## src/rtl/ssp_pkg.sv

```systemverilog
// ssp_pkg: default data width, depth and watermark shared by the SSP RX and TX FIFOs
package ssp_pkg;
    localparam int SSP_DATA_W = 8;
    localparam int SSP_DEPTH  = 4;
    localparam int SSP_RX_WM  = 2;
endpackage

```

## src/rtl/ssp_rx_fifo_p_if.sv

```systemverilog
// ssp_rx_fifo_p_if: APB read side, receive strobe and status bundle of the SSP RX FIFO
interface ssp_rx_fifo_p_if
    import ssp_pkg::*;
#(
    parameter int DATA_W = SSP_DATA_W,
    parameter int DEPTH  = SSP_DEPTH
);
    localparam int LW = $clog2(DEPTH) + 1;
    logic              PSEL;
    logic              PWRITE;
    logic [DATA_W-1:0] RxData;
    logic              rx_ready;
    logic              ROR_CLR;
    logic [DATA_W-1:0] PRDATA;
    logic              SSPRXINTR;
    logic              SSPRORINTR;
    logic              rx_full;
    logic              rx_empty;
    logic [LW-1:0]     rx_level;
    modport slave (
        input  PSEL, PWRITE, RxData, rx_ready, ROR_CLR,
        output PRDATA, SSPRXINTR, SSPRORINTR, rx_full, rx_empty, rx_level
    );
    modport master (
        output PSEL, PWRITE, RxData, rx_ready, ROR_CLR,
        input  PRDATA, SSPRXINTR, SSPRORINTR, rx_full, rx_empty, rx_level
    );
endinterface

```

## src/rtl/ssp_edge_det.sv

```systemverilog
// ssp_edge_det: rising-edge pulse of a PCLK-synchronous level, shared by the SSP RX and TX FIFOs
module ssp_edge_det (
    input  logic PCLK,
    input  logic CLEAR,
    input  logic d,
    output logic rise
);
    logic prev, armed;
    // armed stays low after CLEAR until d has been seen low, so a level held across CLEAR is not an edge
    always_ff @(posedge PCLK) begin
        if (CLEAR) begin
            prev  <= 1'b0;
            armed <= 1'b0;
        end else begin
            prev  <= d;
            armed <= armed | ~d;
        end
    end
    assign rise = d & ~prev & armed;
endmodule

```

## src/rtl/ssp_rx_fifo_p.sv

```systemverilog
// ssp_rx_fifo_p: SSP receive FIFO filled on rx_ready rising edges and drained by APB reads
module ssp_rx_fifo_p
    import ssp_pkg::*;
#(
    parameter int DATA_W = SSP_DATA_W,
    parameter int DEPTH  = SSP_DEPTH,
    parameter int RX_WM  = SSP_RX_WM
) (
    input logic            PCLK,
    input logic            CLEAR,
    ssp_rx_fifo_p_if.slave bus
);
    localparam int AW = $clog2(DEPTH);
    localparam int CW = AW + 1;
    logic [DATA_W-1:0] mem [DEPTH];
    logic [AW-1:0]     rd_ptr, wr_ptr;
    logic [CW-1:0]     count;
    logic [DATA_W-1:0] prdata;
    logic              ror, wr_ev, rd_ev, do_wr, full, empty;
    ssp_edge_det u_edge (.PCLK(PCLK), .CLEAR(CLEAR), .d(bus.rx_ready), .rise(wr_ev));
    assign full  = count == CW'(DEPTH);
    assign empty = count == '0;
    assign rd_ev = bus.PSEL & ~bus.PWRITE & ~empty;
    assign do_wr = wr_ev & ~full;
    always_ff @(posedge PCLK) begin
        if (do_wr && !CLEAR) mem[wr_ptr] <= bus.RxData;
    end
    // a write while full is dropped even if a read frees a slot in the same cycle
    always_ff @(posedge PCLK) begin
        if (CLEAR) begin
            rd_ptr <= '0;
            wr_ptr <= '0;
            count  <= '0;
            prdata <= '0;
            ror    <= 1'b0;
        end else begin
            if (do_wr) wr_ptr <= wr_ptr + 1'b1;
            if (rd_ev) begin
                prdata <= mem[rd_ptr];
                rd_ptr <= rd_ptr + 1'b1;
            end
            count <= count + CW'(do_wr & ~rd_ev) - CW'(rd_ev & ~do_wr);
            ror   <= (wr_ev & full) | (ror & ~bus.ROR_CLR);
        end
    end
    assign bus.PRDATA     = prdata;
    assign bus.SSPRORINTR = ror;
    assign bus.SSPRXINTR  = count >= CW'(RX_WM);
    assign bus.rx_full    = full;
    assign bus.rx_empty   = empty;
    assign bus.rx_level   = count;
endmodule

```

## src/flat_wrapper.sv

```systemverilog
// flat-port wrapper written by rule: the top's interface ports become plain ports
module ssp_rx_fifo_p_flat import ssp_pkg::*;
#(
    parameter int DATA_W = SSP_DATA_W,
    parameter int DEPTH  = SSP_DEPTH,
    parameter int RX_WM  = SSP_RX_WM
)
  (PCLK, CLEAR, bus_PSEL, bus_PWRITE, bus_RxData, bus_rx_ready, bus_ROR_CLR, bus_PRDATA, bus_SSPRXINTR, bus_SSPRORINTR, bus_rx_full, bus_rx_empty, bus_rx_level);
  ssp_rx_fifo_p_if #(.DATA_W(DATA_W), .DEPTH(DEPTH)) bus_i ();
  input logic PCLK;
  input logic CLEAR;
  input wire logic [$bits(bus_i.PSEL)-1:0] bus_PSEL;
  input wire logic [$bits(bus_i.PWRITE)-1:0] bus_PWRITE;
  input wire logic [$bits(bus_i.RxData)-1:0] bus_RxData;
  input wire logic [$bits(bus_i.rx_ready)-1:0] bus_rx_ready;
  input wire logic [$bits(bus_i.ROR_CLR)-1:0] bus_ROR_CLR;
  output wire logic [$bits(bus_i.PRDATA)-1:0] bus_PRDATA;
  output wire logic [$bits(bus_i.SSPRXINTR)-1:0] bus_SSPRXINTR;
  output wire logic [$bits(bus_i.SSPRORINTR)-1:0] bus_SSPRORINTR;
  output wire logic [$bits(bus_i.rx_full)-1:0] bus_rx_full;
  output wire logic [$bits(bus_i.rx_empty)-1:0] bus_rx_empty;
  output wire logic [$bits(bus_i.rx_level)-1:0] bus_rx_level;
  assign bus_i.PSEL = bus_PSEL;
  assign bus_i.PWRITE = bus_PWRITE;
  assign bus_i.RxData = bus_RxData;
  assign bus_i.rx_ready = bus_rx_ready;
  assign bus_i.ROR_CLR = bus_ROR_CLR;
  assign bus_PRDATA = bus_i.PRDATA;
  assign bus_SSPRXINTR = bus_i.SSPRXINTR;
  assign bus_SSPRORINTR = bus_i.SSPRORINTR;
  assign bus_rx_full = bus_i.rx_full;
  assign bus_rx_empty = bus_i.rx_empty;
  assign bus_rx_level = bus_i.rx_level;
  ssp_rx_fifo_p #(.DATA_W(DATA_W), .DEPTH(DEPTH), .RX_WM(RX_WM)) u_core (.PCLK(PCLK), .CLEAR(CLEAR), .bus(bus_i));
endmodule
```

## config.mk

```make
export PLATFORM = sky130hd
export DESIGN_NAME = ssp_rx_fifo_p_flat
export DESIGN_NICKNAME = d
export VERILOG_FILES = /design/src/rtl/ssp_pkg.sv /design/src/rtl/ssp_rx_fifo_p_if.sv /design/src/rtl/ssp_edge_det.sv /design/src/rtl/ssp_rx_fifo_p.sv /design/src/flat_wrapper.sv
export SDC_FILE = /design/constraint.sdc
export NUM_CORES = 1
export LEC_CHECK = 0
export ABC_AREA = 1
export CELL_PAD_IN_SITES_DETAIL_PLACEMENT = 0
export CELL_PAD_IN_SITES_GLOBAL_PLACEMENT = 2
export CORE_UTILIZATION = 38
export CTS_BUF_LIST = sky130_fd_sc_hd__clkbuf_8
export CTS_CLUSTER_DIAMETER = 30
export DETAILED_ROUTE_END_ITERATION = 10
export PLACE_DENSITY = 0.94
export SYNTH_ARGS = -nofsm -noshare
export SYNTH_HDL_FRONTEND = slang
export SYNTH_SLANG_ARGS = --single-unit
```

## constraint.sdc

```tcl
create_clock -name PCLK -period 3.05 [get_ports PCLK]
set_clock_uncertainty 0.15 [all_clocks]
set_input_delay 0.305 -clock PCLK [delete_from_list [all_inputs] [get_ports PCLK]]
set_output_delay 0.305 -clock PCLK [all_outputs]
set_load 0.01 [all_outputs]
```

==> results of run 1 <==
layout make-up:
class	instances	area, um2	share of cell area, %
tap	75	93.8	3.37
clock inverter	3	43.8	1.57
inverter	62	240	8.63
sequential	50	1320	47.5
clock buffer	5	68.8	2.47
timing repair buffer	37	348	12.5
multi-input combinational	136	667	24.0
cells in the final DEF, fill, tap and decap left out, types with 5 or more instances in the layout:
cell / instances
inv_1: 60
nand3_1: 18
nand2_1: 63
ha_1: 7
clkdlybuf4s50_1: 28
clkbuf_8: 5
buf_4: 9
edfxtp_1: 32
dfxtp_1: 18
nor2_1: 32
metal layers:
metal  share of wire (%)  vias up  routed length, um  GRT usage (%)
met4                 1.5        0                 61           4.29
met5                   0        -                  0              0
met1                  47      680               1870           18.8
li1                    -      838                  -              -
met2                  48       23               1890           22.9
met3                 3.4        5                136           3.09
cell families (layout without fill, tap and decap cells):
logic type	Yosys count	count (layout)
AOI/OAI and AO/OA	6	6
xor gates and xnor gates	1	1
adders and majority gates	8	8
buffers and inverters	69	107
DFF	50	50
and+or+nand+nor	121	121
metrics by stage:
| stage | utilization [%] | area [um2] |
|---|---|---|
| 2_1_floorplan | - | 2310 |
| 3_3_place_gp | 45.4 | 2670 |
| 3_5_place_dp | 45.4 | 2670 |
| 4_1_cts | 47.3 | 2780 |
| 5_1_grt | 47.3 | 2780 |
| 6_report | 47.3 | 2780 |
how the worst max path moves through the flow:
stage | start | endpoint | depth (start not counted)
after detailed placement | bus_rx_ready | u_core.bus.rx_level[2] | 13
after floorplan | u_core.bus.rx_level[1] | u_core.bus.rx_level[2] | 12
after global placement | bus_PSEL | u_core.bus.rx_level[2] | 12
after global routing | bus_rx_ready | u_core.bus.rx_level[2] | 13
after CTS | bus_rx_ready | u_core.bus.rx_level[2] | 13
final | bus_rx_ready | u_core.bus.rx_level[2] | 13
sequential cells by signal (all words and copies together) (netlist names):
register	count
u_core.bus.rx_level	3
u_core.bus.PRDATA	8
u_core.rd_ptr	2
u_core.mem	32
u_core.bus.SSPRORINTR	1
u_core.wr_ptr	2
u_core.u_edge.prev	1
u_core.u_edge.armed	1
Yosys cell counts, drive strengths merged:
| cell type | n |
|---|---|
| ha | 7 |
| nor2 | 34 |
| dfxtp | 18 |
| clkinv | 1 |
| fa | 1 |
| o21ai | 2 |
| nand3 | 18 |
| a21oi | 4 |
| inv | 61 |
| nand2 | 69 |
| edfxtp | 32 |
| xnor2 | 1 |
| buf | 7 |
worst register-to-register path: stages, from the launching register on:
cell and delay [ns]:
dfxtp_1 0.46, nor2_4 0.06, nand2_1 0.09, nand2_1 0.10, inv_1 0.12, nor2_1 0.05
ha_1 0.27, inv_1 0.06, ha_1 0.14, inv_1 0.05, fa_1 0.37, xnor2_1 0.16
nor2_1 0.05
power by group through the flow:
stage	Clock (uW)	Sequential (uW)	Combinational [uW]
floorplan	0	824	295
global placement	0	829	451
detailed placement	0	829	450
CTS	480	814	452
global route	516	820	511
finish	469	813	446
==> key figures, run 1 <==
Placement
  – Gpl congestion: 0.737
  – Placement Setup Slack: 0.436 ns
  – Post-DP HPWL: 2770 um
  – PortBufs: 28
  – DP Cell Count: 360

Timing
  – Pins Over Slew Limit: 0
  – Fmax achieved: 0.442 GHz
  – Worst hold slack: 0.321 ns
  – RSZ-0062 raised after global routing: false
  – Period minus WS final: 2.26 ns
  – Slew margin rel.: 42.0%
  – Final Cycle Share: 74.1%
  – Setup ws final: 0.789 ns
  – Setup_tns: 0 ns
  – Tightest Pin Transition: 0.869 ns
  – Final hold violations: 0
  – Final setup vio count: 0

Synthesis
  – Sequential share of the synthesized area: 57.1%
  – Mux cell area share after synthesis: 0%
  – Adder-Cell Fraction of Synth Area: 4.65%
  – Post-Synth Simple-Gate Area: 22.3%
  – Yosys reg bits: 50
  – Syn Nets: 277
  – Post-Syn Area: 2310 um2
  – Yosys warns: 0
  – Synth Area in XOR/XNOR: 0.379%
  – Area leader, netlist: edfxtp_1
  – Post-synthesis average cell area: 9.07 um2
  – Netlist cell types: 20
  – Complex-gate fraction of the synthesized area: 1.46%
  – Post-synth top area share: 41.6%
  – Mapped Cells: 255
  – Synth area leaders: edfxtp_1 (42%), dfxtp_1 (16%), nand2_1 (10%)
  – Largest family of logic cells by synthesized area: simple AND/OR/NAND/NOR gates

Floorplan
  – Die Wd: 80.0 um
  – DIE HEIGHT: 80.0 um
  – Initial Util: 39.3%
  – IO Count: 29
  – # rows: 28
  – Die area: 6400 um2
  – Core footprint: 5890 um2

Job
  – Max-Cap Viols: 0

Power and ir drop
  – Int Pwr: 1230 uW
  – Leak Pwr: 0.00127 uW
  – Sw power: 500 uW
  – Clock power share: 27.1%
  – Comb pwr share: 25.8%
  – Tot Pwr: 1730 uW
  – Sw Ratio: 28.9%
  – Flop pwr share: 47.1%
  – Highest ir drop seen on vdd: 0.337 mV
  – PwrDens: 621 nW/um2

Global route
  – Initial antenna violation count: 0
  – GRT Overall Usage: 14.1%
  – Vias in the first global route: 1414
  – First-pass GRT wire length: 6710 um
  – Pin count of the biggest net entering global routing: 20
  – Total grt overflow: 0

Critical path
  – WP data arrival: 2.32 ns
  – R2R Setup Slk: 0.84 ns
  – Worst-path cell chain: clkdlybuf4s50_1 > nand2_1 > nor2_1 > nand2_1 > inv_1 > nor2_1 > ha_1 > inv_1 > ha_1 > inv_1 > fa_1 > xnor2_1 > nor2_1
  – Critical path fanouts, max: 4
  – Kind of critical path: input port to register
  – Required @ worst endpoint: 3.11 ns
  – R2R depth: 12
  – Buf/Inv on CP: 4
  – Max incr delay on CP: 0.48 ns
  – Worst setup SP type: input port
  – CP endpoint kind: register
  – R2r endpoint: u_core.bus.rx_level[2]
  – CP max-delay cell: clkdlybuf4s50_1
  – Critical R2R Launch: u_core.bus.rx_level[1]
  – Cell family with most CP delay: adder cells

Clock tree
  – Clock Tree Root: clkbuf_8
  – TritonCTS Buffers: 5
  – Htree depth: 2
  – Post-CTS Setup Repair Bufs: 0
  – Clk sinks: 50
  – Cts repair resizes: 0
  – CTS tree: built
  – CTS clk-pin slew, worst paths: 0.09 ns
  – Hold Buf Count CTS: 0
  – Clock Tree Buf Depth: 2
  – Clock latency at the later pin of the worst-skew pair: 0.30 ns

Final layout
  – Final nets: 314
  – Fill cells: 568
  – Area grow syn2layout: 20.3%
  – Layout cell share with drive strength beyond 1: 9.22%
  – Inserted Diodes: 0
  – Finished Layout Cells: 368

Route
  – Total number of vias: 1546
  – Final antenna-violating net count: 0
  – First drt pass iteration count: 4
  – DR vias/cell: 4.20
  – DRT iter0 DRCs: 51
  – Routed Wire Length: 3950 um
  – Post-route DRC: 0
  – Average wire per standard cell: 10.7 um

Worst hold path
  – Hold depth: 2
  – Min-Delay Endpoint: u_core.bus.SSPRORINTR
  – Min-Delay Startpoint: u_core.bus.SSPRORINTR
  – Hold Path Class: register to register

Run status
  – Outcome: finished clean
No activity file was read; power rests on OpenSTA's default activity.
==> inputs of run 2 (changes only) <==
--- a/config.mk
+++ b/config.mk
@@ -8,11 +8,11 @@
 export ABC_AREA = 1
 export CELL_PAD_IN_SITES_DETAIL_PLACEMENT = 0
 export CELL_PAD_IN_SITES_GLOBAL_PLACEMENT = 2
-export CORE_UTILIZATION = 38
+export CORE_UTILIZATION = 32
 export CTS_BUF_LIST = sky130_fd_sc_hd__clkbuf_8
 export CTS_CLUSTER_DIAMETER = 30
 export DETAILED_ROUTE_END_ITERATION = 10
-export PLACE_DENSITY = 0.94
+export PLACE_DENSITY = 0.85
 export SYNTH_ARGS = -nofsm -noshare
 export SYNTH_HDL_FRONTEND = slang
 export SYNTH_SLANG_ARGS = --single-unit
==> constraint.sdc (replaced) <==
create_clock -name PCLK -period 1.96 [get_ports PCLK]
set_clock_uncertainty 0.15 [all_clocks]
set_input_delay 0.196 -clock PCLK [delete_from_list [all_inputs] [get_ports PCLK]]
set_output_delay 0.196 -clock PCLK [all_outputs]
set_load 0.01 [all_outputs]
==> run 2 against run 1 <==
  * The run now ends with negative setup slack left
  * Cell area is 7.2% higher
  * Sequential power is 53% higher
  * Critical path depth is 2 lower
  * Setup slack worse by 0.87 ns
  * First-iteration DRC count is 20% lower
  * Worst hold slack worse by 0.19 ns
==> key figures, run 2 (synthesis gave the netlist of run 1 again) <==
Route
  – Post-route DRC: 0 (unchanged)
  – Average wire per standard cell: 10.1 um (was 10.7 um)
  – DR vias/cell: 3.98 (was 4.20)
  – Total number of vias: 1618 (was 1546)
  – First drt pass iteration count: 4 (unchanged)
  – DRT iter0 DRCs: 41 (was 51)
  – Final antenna-violating net count: 0 (unchanged)
  – Routed Wire Length: 4120 um (was 3950 um)

Worst hold path
  – Hold Path Class: input port to register (was register to register)
  – Hold depth: 3 (was 2)
  – Min-Delay Endpoint: u_core.u_edge.prev (was u_core.bus.SSPRORINTR)
  – Min-Delay Startpoint: bus_rx_ready (was u_core.bus.SSPRORINTR)

Global route
  – First-pass GRT wire length: 6800 um (was 6710 um)
  – Initial antenna violation count: 0 (unchanged)
  – Vias in the first global route: 1478 (was 1414)
  – Total grt overflow: 0 (unchanged)
  – GRT Overall Usage: 12.0% (was 14.1%)
  – Pin count of the biggest net entering global routing: 20 (unchanged)

Timing
  – Final setup vio count: 2 (was 0)
  – Setup ws final: -0.0788 ns (was 0.789 ns)
  – Tightest Pin Transition: 0.335 ns (was 0.869 ns)
  – Fmax achieved: 0.490 GHz
  – Final hold violations: 0 (unchanged)
  – Setup_tns: -0.149 ns (was 0 ns)
  – Slew margin rel.: 77.5% (was 42.0%)
  – Final Cycle Share: 104%
  – Pins Over Slew Limit: 0 (unchanged)
  – RSZ-0062 raised after global routing: true (was false)
  – Period minus WS final: 2.04 ns
  – Worst hold slack: 0.131 ns (was 0.321 ns)

Final layout
  – Layout cell share with drive strength beyond 1: 19.3% (was 9.22%)
  – Inserted Diodes: 0 (unchanged)
  – Final nets: 332 (was 314)
  – Commonest non-fill, non-tap cells in the layout: nand2_1 (60), inv_1 (58), edfxtp_1 (32), nor2_1 (28), clkdlybuf4s50_1 (25) (was nand2_1 (63), inv_1 (60), nor2_1 (32), edfxtp_1 (32), clkdlybuf4s50_1 (28))
  – Finished Layout Cells: 407 (was 368)
  – Most common cell after layout, fill and taps aside: nand2_1 (unchanged)
  – Largest register FFs: 32 (unchanged)
  – Register name with the most flops: u_core.mem (unchanged)
  – Area grow syn2layout: 29.1% (was 20.3%)

Floorplan
  – Die Wd: 87.0 um (was 80.0 um)
  – Core footprint: 6870 um2 (was 5890 um2)
  – # rows: 30 (was 28)
  – DIE HEIGHT: 87.0 um (was 80.0 um)
  – IO Count: 29 (unchanged)
  – Die area: 7570 um2 (was 6400 um2)
  – Initial Util: 33.7% (was 39.3%)

Critical path
  – CP max-delay cell: fa_2 (was clkdlybuf4s50_1)
  – R2R depth: 11 (was 12)
  – WP data arrival: 2.09 ns (was 2.32 ns)
  – Critical path fanouts, max: 2 (was 4)
  – Critical R2R Launch: u_core.bus.rx_level[1] (unchanged)
  – R2R Setup Slk: -0.08 ns (was 0.84 ns)
  – R2r endpoint: u_core.bus.rx_level[1] (was u_core.bus.rx_level[2])
  – Cell family with most CP delay: adder cells (unchanged)
  – Buf/Inv on CP: 3 (was 4)
  – CP endpoint kind: register (unchanged)
  – Kind of critical path: register to register (was input port to register)
  – Most used cell, CP: nand2_4
  – Required @ worst endpoint: 2.01 ns (was 3.11 ns)
  – Max incr delay on CP: 0.50 ns (was 0.48 ns)
  – Worst setup SP type: register (was input port)
  – Worst-path cell chain: nor2_4 > buf_4 > nand2_4 > nand2_4 > nor2_2 > ha_1 > inv_1 > ha_2 > inv_2 > fa_2 > nor2_1 (was clkdlybuf4s50_1 > nand2_1 > nor2_1 > nand2_1 > inv_1 > nor2_1 > ha_1 > inv_1 > ha_1 > inv_1 > fa_1 > xnor2_1 > nor2_1)

Clock tree
  – Clock Tree Buf Depth: 2 (unchanged)
  – Clock latency at the later pin of the worst-skew pair: 0.29 ns (was 0.30 ns)
  – TritonCTS Buffers: 5 (unchanged)
  – Hold Buf Count CTS: 0 (unchanged)
  – Clock Tree Root: clkbuf_8 (unchanged)
  – CTS tree: built (unchanged)
  – Htree depth: 2 (unchanged)
  – Clk sinks: 50 (unchanged)
  – CTS clk-pin slew, worst paths: 0.09 ns (about the same)

Run status
  – Outcome: complete, but fails checks (was finished clean)
  – Failing checks: negative setup slack

Placement
  – Placement Setup Slack: -0.445 ns (was 0.436 ns)
  – DP Cell Count: 393 (was 360)
  – PortBufs: 28 (unchanged)
  – Gpl congestion: 0.705 (was 0.737)
  – Post-DP HPWL: 2920 um (was 2770 um)

Power and ir drop
  – Leak Pwr: 0.00138 uW (was 0.00127 uW)
  – PwrDens: 907 nW/um2 (was 621 nW/um2)
  – Tot Pwr: 2710 uW (was 1730 uW)
  – Highest ir drop seen on vdd: 0.380 mV (was 0.337 mV)

Job
  – Max-Cap Viols: 0 (unchanged)
==> run 2: cell types whose count changed in the layout (fill, tap and decap cells not counted), moves of 3 or more <==
cell,change
dfxtp_2,+4
buf_4,+15
clkdlybuf4s50_1,-3
buf_6,+3
nand2_1,-3
dfxtp_1,-4
nor2_1,-4
==> run 2: tightest hold or removal path: cells and delay by family <==
kind | cells | cell delay [ns]
buffers and inverters | 2 | 0.27
AND/OR/NAND/NOR | 1 | 0.08
==> run 2: cell type report <==
type	instances	area, um2
clock inverter	2	16.3
timing repair buffer	55	494
sequential	50	1330
tap	96	120
multi-input combinational	136	704
inverter	62	240
clock buffer	6	82.6
fill	669	3880
==> run 2: worst max path at each step <==
stage                                       from  depth (start not counted)                      to
after global routing      u_core.bus.rx_level[1]                         11  u_core.bus.rx_level[1]
after global placement              bus_rx_ready                         13  u_core.bus.rx_level[2]
after CTS                 u_core.bus.rx_level[0]                         11  u_core.bus.rx_level[1]
after detailed placement            bus_rx_ready                         13  u_core.bus.rx_level[2]
after floorplan           u_core.bus.rx_level[0]                         12  u_core.bus.rx_level[2]
final                     u_core.bus.rx_level[1]                         11  u_core.bus.rx_level[1]
==> run 2: per-stage QoR <==
stage | utilization [%] | cell area, um2
finish | 43.4 | 2980
global route | 43.4 | 2980
CTS | 42.8 | 2940
detailed placement | 40.6 | 2790
global placement | 40.6 | 2790
floorplan | - | 2320
==> run 2: per-layer routing <==
metal	global-route usage, %	wire, um	up-vias
met5	0	0	-
met2	20.0	1960	34
li1	-	-	871
met1	14.7	1940	709
met4	5.30	63	0
met3	2.84	153	4
==> run 2: report_power, final <==
group	switching (uW)	leakage, uW	internal, uW
clock	336	0.0000478	291
sequential	40.4	0.000437	1190
combinational	423	0.000891	420
total	800	0.00138	1910
==> run 2: timing repair <==
action                                  CTS  global route
setup buffers                             6             1
endpoints found under the hold margin     0             0
endpoints found under the setup margin    3            35
gates resized for setup                   4            17
pin swaps                                 3             7
==> inputs of run 3 (changes only) <==
--- a/config.mk
+++ b/config.mk
@@ -8,11 +8,12 @@
 export ABC_AREA = 1
 export CELL_PAD_IN_SITES_DETAIL_PLACEMENT = 0
 export CELL_PAD_IN_SITES_GLOBAL_PLACEMENT = 2
-export CORE_UTILIZATION = 32
+export CORE_UTILIZATION = 38
 export CTS_BUF_LIST = sky130_fd_sc_hd__clkbuf_8
 export CTS_CLUSTER_DIAMETER = 30
 export DETAILED_ROUTE_END_ITERATION = 10
-export PLACE_DENSITY = 0.85
+export MAX_ROUTING_LAYER = met4
+export PLACE_DENSITY = 0.83
 export SYNTH_ARGS = -nofsm -noshare
 export SYNTH_HDL_FRONTEND = slang
 export SYNTH_SLANG_ARGS = --single-unit
==> constraint.sdc (replaced) <==
create_clock -name PCLK -period 2.6 [get_ports PCLK]
set_clock_uncertainty 0.15 [all_clocks]
set_input_delay 0.26 -clock PCLK [delete_from_list [all_inputs] [get_ports PCLK]]
set_output_delay 0.26 -clock PCLK [all_outputs]
set_load 0.01 [all_outputs]
==> run 3 against run 2 <==
  * The flow now finishes without violations
  * Non-clock buffer count is 16 lower
  * Register-to-register slack better by 0.48 ns
  * Via count shrank 6.6%
  * Sequential share of layout area increased by 3.3 points
  * Maximum frequency decreased by 7.1%
  * Clock power shrank 32%
  * Clock-buffer cell count shrank 1
  * Combinational power is 34% lower
  * Critical endpoint is now u_core.bus.rx_level[2]
  * Highest routed layer unchanged
==> key figures, run 3 (synthesis gave the netlist of run 1 again) <==
Clock tree
  – CTS clk-pin slew, worst paths: 0.08 ns (was 0.09 ns)
  – Post-CTS Setup Repair Bufs: 0 (was 6)
  – Cts repair resizes: 0 (was 4)
  – CTS tree: built (unchanged)
  – Clock latency at the later pin of the worst-skew pair: 0.30 ns (was 0.29 ns)
  – Hold Buf Count CTS: 0 (unchanged)
  – Htree depth: 2 (unchanged)
  – Clock Tree Root: clkbuf_8 (unchanged)
  – TritonCTS Buffers: 5 (unchanged)
  – Clock Tree Buf Depth: 2 (unchanged)
  – Clk sinks: 50 (unchanged)

Floorplan
  – Die Wd: 80.0 um (was 87.0 um)
  – # rows: 28 (was 30)
  – Core footprint: 5890 um2 (was 6870 um2)
  – Initial Util: 39.3% (was 33.7%)
  – DIE HEIGHT: 80.0 um (was 87.0 um)
  – Die area: 6400 um2 (was 7570 um2)
  – IO Count: 29 (unchanged)

Power and ir drop
  – Highest ir drop seen on vdd: 0.256 mV (was 0.380 mV)
  – PwrDens: 692 nW/um2 (was 907 nW/um2)
  – Leak Pwr: 0.00127 uW (was 0.00138 uW)

Global route
  – GRT Overall Usage: 15.0% (was 12.0%)
  – Total grt overflow: 0 (unchanged)
  – Vias in the first global route: 1462 (was 1478)
  – Initial antenna violation count: 0 (unchanged)
  – Pin count of the biggest net entering global routing: 20 (unchanged)
  – First-pass GRT wire length: 6840 um (was 6800 um)

Route
  – DRT iter0 DRCs: 49 (was 41)
  – DR vias/cell: 4.09 (was 3.98)
  – Total number of vias: 1512 (was 1618)
  – Average wire per standard cell: 11.0 um (was 10.1 um)
  – Routed Wire Length: 4080 um (was 4120 um)
  – First drt pass iteration count: 4 (unchanged)
  – Post-route DRC: 0 (unchanged)
  – Final antenna-violating net count: 0 (unchanged)

Timing
  – Tightest Pin Transition: 0.335 ns (about the same)
  – Setup ws final: 0.404 ns (was -0.0788 ns)
  – Period minus WS final: 2.20 ns (was 2.04 ns)
  – Final setup vio count: 0 (was 2)
  – Final Cycle Share: 84.5% (was 104%)
  – Fmax achieved: 0.455 GHz (was 0.490 GHz)
  – Setup_tns: 0 ns (was -0.149 ns)
  – Pins Over Slew Limit: 0 (unchanged)
  – Slew margin rel.: 77.5% (about the same)
  – Final hold violations: 0 (unchanged)
  – RSZ-0062 raised after global routing: false (was true)

Final layout
  – Final nets: 316 (was 332)
  – Multi-input logic area: 667 um2 (was 704 um2)
  – Area grow syn2layout: 19.6% (was 29.1%)
  – Register area: 1320 um2 (was 1330 um2)
  – Commonest non-fill, non-tap cells in the layout: nand2_1 (63), inv_1 (61), nor2_1 (32), edfxtp_1 (32), clkdlybuf4s50_1 (28) (was nand2_1 (60), inv_1 (58), edfxtp_1 (32), nor2_1 (28), clkdlybuf4s50_1 (25))
  – Most common cell after layout, fill and taps aside: nand2_1 (unchanged)
  – Register name with the most flops: u_core.mem (unchanged)
  – Largest register FFs: 32 (unchanged)
  – Layout cell share with drive strength beyond 1: 9.15% (was 19.3%)
  – Fill cells: 615 (was 669)
  – Inserted Diodes: 0 (unchanged)

Critical path
  – Worst-path cell chain: nor2_4 > nand2_1 > nand2_1 > inv_1 > nor2_1 > ha_1 > inv_1 > ha_1 > inv_1 > fa_1 > xnor2_1 > nor2_1 (was nor2_4 > buf_4 > nand2_4 > nand2_4 > nor2_2 > ha_1 > inv_1 > ha_2 > inv_2 > fa_2 > nor2_1)
  – Max incr delay on CP: 0.38 ns (was 0.50 ns)
  – Most used cell, CP: inv_1 (was nand2_4)
  – WP data arrival: 2.25 ns (was 2.09 ns)
  – Kind of critical path: register to register (unchanged)
  – Required @ worst endpoint: 2.65 ns (was 2.01 ns)
  – CP max-delay cell: dfxtp_1 (was fa_2)
  – Cell family with most CP delay: adder cells (unchanged)
  – Worst setup SP type: register (unchanged)
  – CP endpoint kind: register (unchanged)
  – Critical path fanouts, max: 4 (was 2)
  – Buf/Inv on CP: 3 (unchanged)

Worst hold path
  – Hold Path Class: register to register (was input port to register)

Placement
  – Placement Setup Slack: 0.0926 ns (was -0.445 ns)
  – Post-DP HPWL: 2800 um (was 2920 um)
  – Gpl congestion: 0.720 (was 0.705)
  – PortBufs: 28 (unchanged)

Run status
  – Outcome: finished clean (was complete, but fails checks)

Job
  – Max-Cap Viols: 0 (unchanged)
-- run 3: changes by cell type in the layout (fill, tap and decap cells not counted), sizes merged --
cell and change:
buf -16, clkdlybuf4s50 +3, clkinv +2, dlygate4sd2 -2, clkbuf -1, clkinvlp -1
dlymetal6s2s -1
-- run 3: layout make-up --
cell class | instances | share of cell area (%)
repair buffers | 39 | 13.1
multi-input cells | 136 | 24.1
clock inverters | 3 | 0.452
clock buffers | 5 | 2.49
inverters | 62 | 8.68
well taps | 75 | 3.39
flip-flops and latches | 50 | 47.8
-- run 3: worst paths after layout --
check / from / endpoint / slack [ns] / cells after the start
min reg2reg: u_core.bus.SSPRORINTR / u_core.bus.SSPRORINTR / 0.32 / 2
max: u_core.bus.rx_level[1] / u_core.bus.rx_level[2] / 0.40 / 12
max reg2reg: u_core.bus.rx_level[1] / u_core.bus.rx_level[2] / 0.40 / 12
min: u_core.bus.SSPRORINTR / u_core.bus.SSPRORINTR / 0.32 / 2
-- run 3: worst reg2reg max path, delay by kind of cell, from the launching register on --
family | cells | cell delay, ns
simple gates | 5 | 0.50
xor+xnor | 1 | 0.16
flops | 1 | 0.38
buf+inv | 3 | 0.18
fa+ha+maj | 3 | 0.73
-- run 3: metrics by stage --
stage                     instance area, um2  util [%]  cells  hold slack (ns)  total power, uW
after floorplan                         2310         -    255            0.209             1310
after global placement                  2690      45.6    362            0.309             1520
after detailed placement                2690      45.6    362            0.317             1510
after CTS                               2770      47.0    370            0.326             1940
after global routing                    2770      47.0    370            0.336             2030
final                                   2770      47.0    370            0.323             1910
-- run 3: where the power goes --
group / internal, uW / switching (uW) / total [uW]
Combinational: 264 / 293 / 557
Clock: 182 / 243 / 424
Sequential: 897 / 35.0 / 932
-- run 3: per-layer routing --
metal  track usage [%]  up-vias  routed length, um
met1              18.4      657               1980
met2              24.5       16               1950
met5                 -        -                  0
met4              5.36        0                 53
met3              2.86        4                 98
li1                  -      835                  -
